<file path="src/rtl/cpu_pkg.sv">
// Shared ISA, sequencer state and ALU encodings for the 8-bit accumulator computer.
// Build macro SINGLE_STEP_EN adds the STEP state used for single-step debugging.
package cpu_pkg;

  localparam int unsigned OPC_W_DEF    = 3;
  localparam int unsigned WAIT_MAX_DEF = 4;
  localparam int unsigned STATE_W      = 3;
  localparam int unsigned ALU_W        = 2;
  localparam int unsigned ADDR_W       = 5;

  typedef enum logic [2:0] {
    OP_LDA = 3'b000,
    OP_STA = 3'b001,
    OP_ADD = 3'b010,
    OP_SUB = 3'b011,
    OP_JMP = 3'b100,
    OP_JZ  = 3'b101,
    OP_OUT = 3'b110,
    OP_HLT = 3'b111
  } opcode_e;

  typedef enum logic [STATE_W-1:0] {
    ST_FETCH  = 3'd0,
`ifdef SINGLE_STEP_EN
    ST_STEP   = 3'd1,
`endif
    ST_DECODE = 3'd2,
    ST_MEMRD  = 3'd3,
    ST_MEMWR  = 3'd5,
    ST_HALT   = 3'd6,
    ST_RST    = 3'd7
  } state_e;

  typedef enum logic [ALU_W-1:0] {
    ALU_PASS = 2'b00,
    ALU_ADD  = 2'b01,
    ALU_SUB  = 2'b10,
    ALU_NONE = 2'b11
  } alu_op_e;

  // Control word driven towards the datapath and memory
  typedef struct packed {
    logic    mem_req;
    logic    mem_we;
    logic    mar_sel;
    logic    ir_load;
    logic    pc_inc;
    logic    pc_load;
    logic    acc_load;
    alu_op_e alu_op;
    logic    out_load;
    logic    halted;
  } ctrl_t;

  // ALU function used by a memory-read instruction
  function automatic alu_op_e alu_for(input opcode_e op);
    alu_op_e res;
    case (op)
      OP_ADD:  res = ALU_ADD;
      OP_SUB:  res = ALU_SUB;
      default: res = ALU_PASS;
    endcase
    return res;
  endfunction

endpackage

</file>
<file path="src/rtl/cpu_wait_timer.sv">
// Memory-access wait counter: flags the last permitted cycle before a bus error.
module cpu_wait_timer
  import cpu_pkg::*;
#(
  parameter int unsigned WAIT_MAX = WAIT_MAX_DEF
) (
  input  logic clk,
  input  logic clr,
  input  logic restart,
  input  logic enable,
  output logic expired_c
);

  localparam int unsigned CNT_W = (WAIT_MAX > 1) ? $clog2(WAIT_MAX) : 1;
  localparam logic [CNT_W-1:0] LAST = CNT_W'(WAIT_MAX - 1);

  logic [CNT_W-1:0] cnt;

  // Count cycles spent waiting for ack; restart outside an access or on completion
  always_ff @(posedge clk or negedge clr) begin
    if (!clr) begin
      cnt <= '0;
    end else if (restart) begin
      cnt <= '0;
    end else if (enable) begin
      cnt <= cnt + CNT_W'(1);
    end
  end

  assign expired_c = (cnt == LAST);

endmodule

</file>
<file path="src/rtl/cpu_ctrl_seq.sv">
// Fetch/decode/execute control sequencer for the accumulator computer.
// Build macro SINGLE_STEP_EN adds the step input and the STEP hold state.
module cpu_ctrl_seq
  import cpu_pkg::*;
#(
  parameter int unsigned WAIT_MAX = WAIT_MAX_DEF,
  parameter int unsigned OPC_W    = OPC_W_DEF
) (
  input  logic               clk,
  input  logic               clr,
`ifdef SINGLE_STEP_EN
  input  logic               step,
`endif
  input  logic [OPC_W-1:0]   ir_op,
  input  logic               acc_zero,
  input  logic               mem_ack,
  output logic               mem_req,
  output logic               mem_we,
  output logic               mar_sel,
  output logic               ir_load,
  output logic               pc_inc,
  output logic               pc_load,
  output logic               acc_load,
  output logic [ALU_W-1:0]   alu_op,
  output logic               out_load,
  output logic               halted,
  output logic               bus_err,
  output logic [STATE_W-1:0] state_dbg
);

`ifdef SINGLE_STEP_EN
  localparam state_e FETCH_ENTRY = ST_STEP;
`else
  localparam state_e FETCH_ENTRY = ST_FETCH;
`endif

  state_e  state;
  state_e  state_nxt;
  ctrl_t   ctrl;
  opcode_e op;
  logic    in_access;
  logic    timeout;
  logic    err_set;

  assign op        = opcode_e'(ir_op);
  assign in_access = (state == ST_FETCH) || (state == ST_MEMRD) || (state == ST_MEMWR);

  cpu_wait_timer #(.WAIT_MAX(WAIT_MAX)) u_wait_timer (
    .clk       (clk),
    .clr       (clr),
    .restart   (!in_access || mem_ack),
    .enable    (in_access && !mem_ack),
    .expired_c (timeout)
  );

  // State register
  always_ff @(posedge clk or negedge clr) begin
    if (!clr) begin
      state <= ST_RST;
    end else begin
      state <= state_nxt;
    end
  end

  // Sticky bus error, cleared only by reset
  always_ff @(posedge clk or negedge clr) begin
    if (!clr) begin
      bus_err <= 1'b0;
    end else if (err_set) begin
      bus_err <= 1'b1;
    end
  end

  // Next-state and control decode
  always_comb begin
    state_nxt = state;
    ctrl      = '0;
    err_set   = 1'b0;
    case (state)
      ST_RST: state_nxt = FETCH_ENTRY;
`ifdef SINGLE_STEP_EN
      ST_STEP: begin
        if (step) state_nxt = ST_FETCH;
      end
`endif
      ST_FETCH: begin
        ctrl.mem_req = 1'b1;
        if (mem_ack) begin
          ctrl.ir_load = 1'b1;
          ctrl.pc_inc  = 1'b1;
          state_nxt    = ST_DECODE;
        end else if (timeout) begin
          err_set   = 1'b1;
          state_nxt = ST_HALT;
        end
      end
      ST_DECODE: begin
        case (op)
          OP_LDA, OP_ADD, OP_SUB: state_nxt = ST_MEMRD;
          OP_STA: state_nxt = ST_MEMWR;
          OP_JMP: begin
            ctrl.pc_load = 1'b1;
            state_nxt    = FETCH_ENTRY;
          end
          OP_JZ: begin
            ctrl.pc_load = acc_zero;
            state_nxt    = FETCH_ENTRY;
          end
          OP_OUT: begin
            ctrl.out_load = 1'b1;
            state_nxt     = FETCH_ENTRY;
          end
          default: state_nxt = ST_HALT;
        endcase
      end
      ST_MEMRD: begin
        ctrl.mem_req = 1'b1;
        ctrl.mar_sel = 1'b1;
        ctrl.alu_op  = alu_for(op);
        if (mem_ack) begin
          ctrl.acc_load = 1'b1;
          state_nxt     = FETCH_ENTRY;
        end else if (timeout) begin
          err_set   = 1'b1;
          state_nxt = ST_HALT;
        end
      end
      ST_MEMWR: begin
        ctrl.mem_req = 1'b1;
        ctrl.mem_we  = 1'b1;
        ctrl.mar_sel = 1'b1;
        if (mem_ack) begin
          state_nxt = FETCH_ENTRY;
        end else if (timeout) begin
          err_set   = 1'b1;
          state_nxt = ST_HALT;
        end
      end
      ST_HALT: ctrl.halted = 1'b1;
      default: state_nxt = ST_RST;
    endcase
  end

  assign mem_req   = ctrl.mem_req;
  assign mem_we    = ctrl.mem_we;
  assign mar_sel   = ctrl.mar_sel;
  assign ir_load   = ctrl.ir_load;
  assign pc_inc    = ctrl.pc_inc;
  assign pc_load   = ctrl.pc_load;
  assign acc_load  = ctrl.acc_load;
  assign alu_op    = ctrl.alu_op;
  assign out_load  = ctrl.out_load;
  assign halted    = ctrl.halted;
  assign state_dbg = state;

endmodule

</file>
<file path="config.mk">
export PLATFORM = sky130hd
export DESIGN_NAME = cpu_ctrl_seq
export DESIGN_NICKNAME = d
export VERILOG_FILES = /design/src/rtl/cpu_pkg.sv /design/src/rtl/cpu_wait_timer.sv /design/src/rtl/cpu_ctrl_seq.sv
export SDC_FILE = /design/constraint.sdc
export NUM_CORES = 1
export LEC_CHECK = 0
export ABC_AREA = 1
export CAP_MARGIN = 20
export CORE_AREA = 2 2 39 41
export DETAILED_ROUTE_END_ITERATION = 8
export DIE_AREA = 0 0 41 43
export PLACE_DENSITY = 0.7
export SLEW_MARGIN = 0
export SYNTH_ARGS = -nofsm -noshare
export SYNTH_HDL_FRONTEND = slang
export SYNTH_HIERARCHICAL = 1
export SYNTH_SLANG_ARGS = --single-unit
</file>
<file path="constraint.sdc">
create_clock -name clk -period 3 [get_ports clk]
set_input_delay 0.9 -clock clk [delete_from_list [all_inputs] [get_ports clk]]
set_output_delay 0.9 -clock clk [all_outputs]
set_load 0.01 [all_outputs]
</file>
==> results.yml <==
timing:
  relSlewSlack_pct: 83.1
  hold_viol: 0
  worstMarginPinSlew_ps: 251
  skew_ps: 4.87
  min_period_ps: 2900
  setup_violations: 0
  postLayoutSetupSlackWorst_ps: 103
  period_share_pct: 96.6
  rsz0062_at_grt: "no"
  maxSlewViolCount: 0
  max_freq_mhz: 345
  hold_ws_ps: 466
synthesis:
  synth-simple-area-share_pct: 44.1
  syn_area_per_cell_um2: 6.49
  synth_area_leaders: "dfstp_2 (17%), dfrtp_1 (17%), nand2_1 (16%)"
  yosysTopAreaCell: "dfstp_2"
  synth_top_family_by_area: "simple AND/OR/NAND/NOR gates"
  ys_seq_elements: 6
  synthCells: 70
  yosysUniqueCellTypes: 17
  seq_area_frac_synth_pct: 33.9
  syn_nets: 78
  synthAdderAreaFrac_pct: 2.75
  yosys_warnings: 6
  synth-compound-area-share_pct: 7.71
  synthMuxAreaShare_pct: 0
  synth_xor_area_share_pct: 0
  synth_top_cell_area_share_pct: 17.4
  syn_area_um2: 454
drt:
  vias: 511
  drc: 0
  wirelength_um: 1050
  via_per_inst: 4.56
  drt_iter0_markers: 3
  post_drt_wl_per_cell_um: 9.37
  firstDrtPassIters: 3
  drtAntennaViolNets: 0
clock_tree:
  cts_buffers: 3
  cts_root_buf: "clkbuf_4"
  cts_tree: "done"
  cts.path.max_buffers: 2
  h-tree-depth: 1
  postCtsHoldBufs: 0
  clk-insertion-delay-late_ps: 240
  cts.sinks: 6
  post-cts-setup-buffers: 0
  clkSlewWorstSetupHoldPaths_ps: 40
critical_path:
  critical_path_class: "input port to output pin"
  r2r_slack_ps: 1570
  crit_fanout: 3
  crit_path_start_kind: "input port"
  rr_startpoint: "state_dbg[1]"
  reg2reg_depth: 8
  endpoint_kind: "output pin"
  cp.required_ps: 2100
  rr_endpoint: "u_wait_timer/cnt[0]"
  arrival_ps: 2000
floorplan:
  core_um2: 1380
  start_util_pct: 32.8
  die-area_um2: 1760
  die_w_um: 41
  core.rowCount: 14
  io_pins: 22
  die_h_um: 43
place:
  dp_slack_ps: -248
  placed_area_um2: 692
  dp_hpwl_um: 871
  gp_congestion: 0.745
  port_buffers: 21
  dp.cells: 108
pwr:
  power_mw: 0.618
  ir_worst_vdd_mv: 0.372
  p_switching_mw: 0.264
  p_int_mw: 0.354
  power_frac_comb_pct: 61.0
  pwr-share-clk_pct: 12.6
  power.density_nw_per_um2: 867
  netSwitchingFraction_pct: 42.8
  power.static_leakage_nw: 0.419
  p_seq_share_pct: 26.4
global_route:
  grt.overflow.total: 0
  grt_util_met2_pct: 24.1
  grt_usage_pct: 14.6
  grt_first_pass_wirelength_um: 1790
  grt_max_degree: 9
  grt.busiest_layer: "met2"
  first_global_vias: 473
  gr-usage-met1_pct: 17.1
  antenna_found_initial: 0
  grtUsageMet3_pct: 3.66
outcome:
  run_status: "finished, final reports clean"
finish:
  final_cells: 112
  fillers: 149
  drive_gt1_share_pct: 14.6
  n_antenna_cell: 0
  design_area_um2: 713
  fin_nets: 105
  area_growth_pct: 57.0
worst_hold_path:
  hold_path.class: "flop to flop"
  min_to: "bus_err"
  holdPathStages: 2
  min_from: "bus_err"
job:
  timing.max_cap.violations: 0
==> per-stage QoR <==
step                      TNS (ps)  util [%]
final                            0      51.5
after floorplan                  0         -
after CTS                        0      51.5
after global routing             0      51.5
after detailed placement      -866      50.0
after global placement        -770      50.0
==> power by group through the flow <==
stage / combinational, mW / sequential, mW / clock, mW
2_1_floorplan: 0.214 / 0.168 / 0
4_1_cts: 0.388 / 0.163 / 0.0821
5_1_grt: 0.422 / 0.170 / 0.0872
3_5_place_dp: 0.389 / 0.164 / 0
3_3_place_gp: 0.385 / 0.164 / 0
6_report: 0.377 / 0.163 / 0.0780
==> critical path, cell delays in order <==
cell             delay (ps)
clkdlybuf4s50_1         450
inv_1                   110
nand2_1                  80
a211oi_1                190
dlygate4sd1_1           270
==> cells in the mapped netlist <==
| cell type | number |
|---|---|
| a211oi_1 | 1 |
| a21oi_1 | 1 |
| buf_4 | 1 |
| dfrtp_1 | 3 |
| dfstp_2 | 3 |
| ha_1 | 1 |
| inv_1 | 11 |
| inv_2 | 1 |
| nand2_1 | 19 |
| nand3_1 | 10 |
| nand3_2 | 2 |
| nor2_1 | 8 |
| nor2_2 | 1 |
| nor3_1 | 2 |
| nor4_1 | 2 |
| o21a_1 | 1 |
| o21ai_0 | 3 |
==> worst max-delay path by stage <==
stage,startpoint,endpoint,slack (ps),depth (start not counted)
6_report,ir_op[1],pc_load,100,5
5_1_grt,ir_op[1],pc_load,9,5
4_1_cts,mem_ack,pc_inc,10,4
3_5_place_dp,ir_op[1],alu_op[0],-250,4
3_3_place_gp,ir_op[2],out_load,-210,4
2_1_floorplan,ir_op[1],alu_op[0],710,2
==> what timing repair did <==
action | CTS | global route
cloned | 0 | 0
setup endpoints to repair | 4 | 6
gates resized for setup | 4 | 11
==> routing by layer <==
| layer | wire (um) | share of wire, % |
|---|---|---|
| met1 | 431 | 41 |
| met2 | 549 | 52 |
| met3 | 68 | 6.5 |
| met4 | 0 | 0 |
| met5 | 0 | 0 |
==> flip-flops by register name, indices dropped and copies added (netlist names) <==
signal,cells
state_dbg,3
bus_err,1
u_wait_timer/cnt,2
==> final cells by class <==
cell class | instances | area [um^2] | share of cell area, %
clock buffers | 4 | 26.3 | 3.68
inverters | 12 | 45.0 | 6.32
multi-input cells | 51 | 248 | 34.7
flip-flops and latches | 6 | 154 | 21.6
well taps | 16 | 20.0 | 2.81
repair buffers | 23 | 220 | 30.9
==> cells by family after synthesis <==
group	count (synthesis)
flip-flops	6
adder cells (fa/ha/maj)	1
AO/OA/AOI/OAI	6
AND/OR/NAND/NOR	44
buffers and inverters	13
==> layout by cell type (no fill, tap or decap) <==
cell / synthesis / final
o21a_1: 1 / 1
clkbuf_2: 0 / 2
inv_1: 11 / 11
nor2_2: 1 / 1
a211oi_1: 1 / 1
dlymetal6s2s_1: 0 / 3
a21oi_1: 1 / 1
clkbuf_1: 0 / 1
inv_2: 1 / 1
ha_1: 1 / 1
dlygate4sd2_1: 0 / 1
nand2_1: 19 / 19
clkdlybuf4s50_1: 0 / 14
nor3_1: 2 / 2
nand3_2: 2 / 2
nand3_1: 10 / 10
nor4_1: 2 / 2
buf_4: 1 / 2
o21ai_0: 3 / 3
clkbuf_4: 0 / 3
dlygate4sd1_1: 0 / 1
dfrtp_1: 3 / 3
nor2_1: 8 / 8
dfstp_2: 3 / 3
Note: power is estimated with default switching activity, not from simulation.
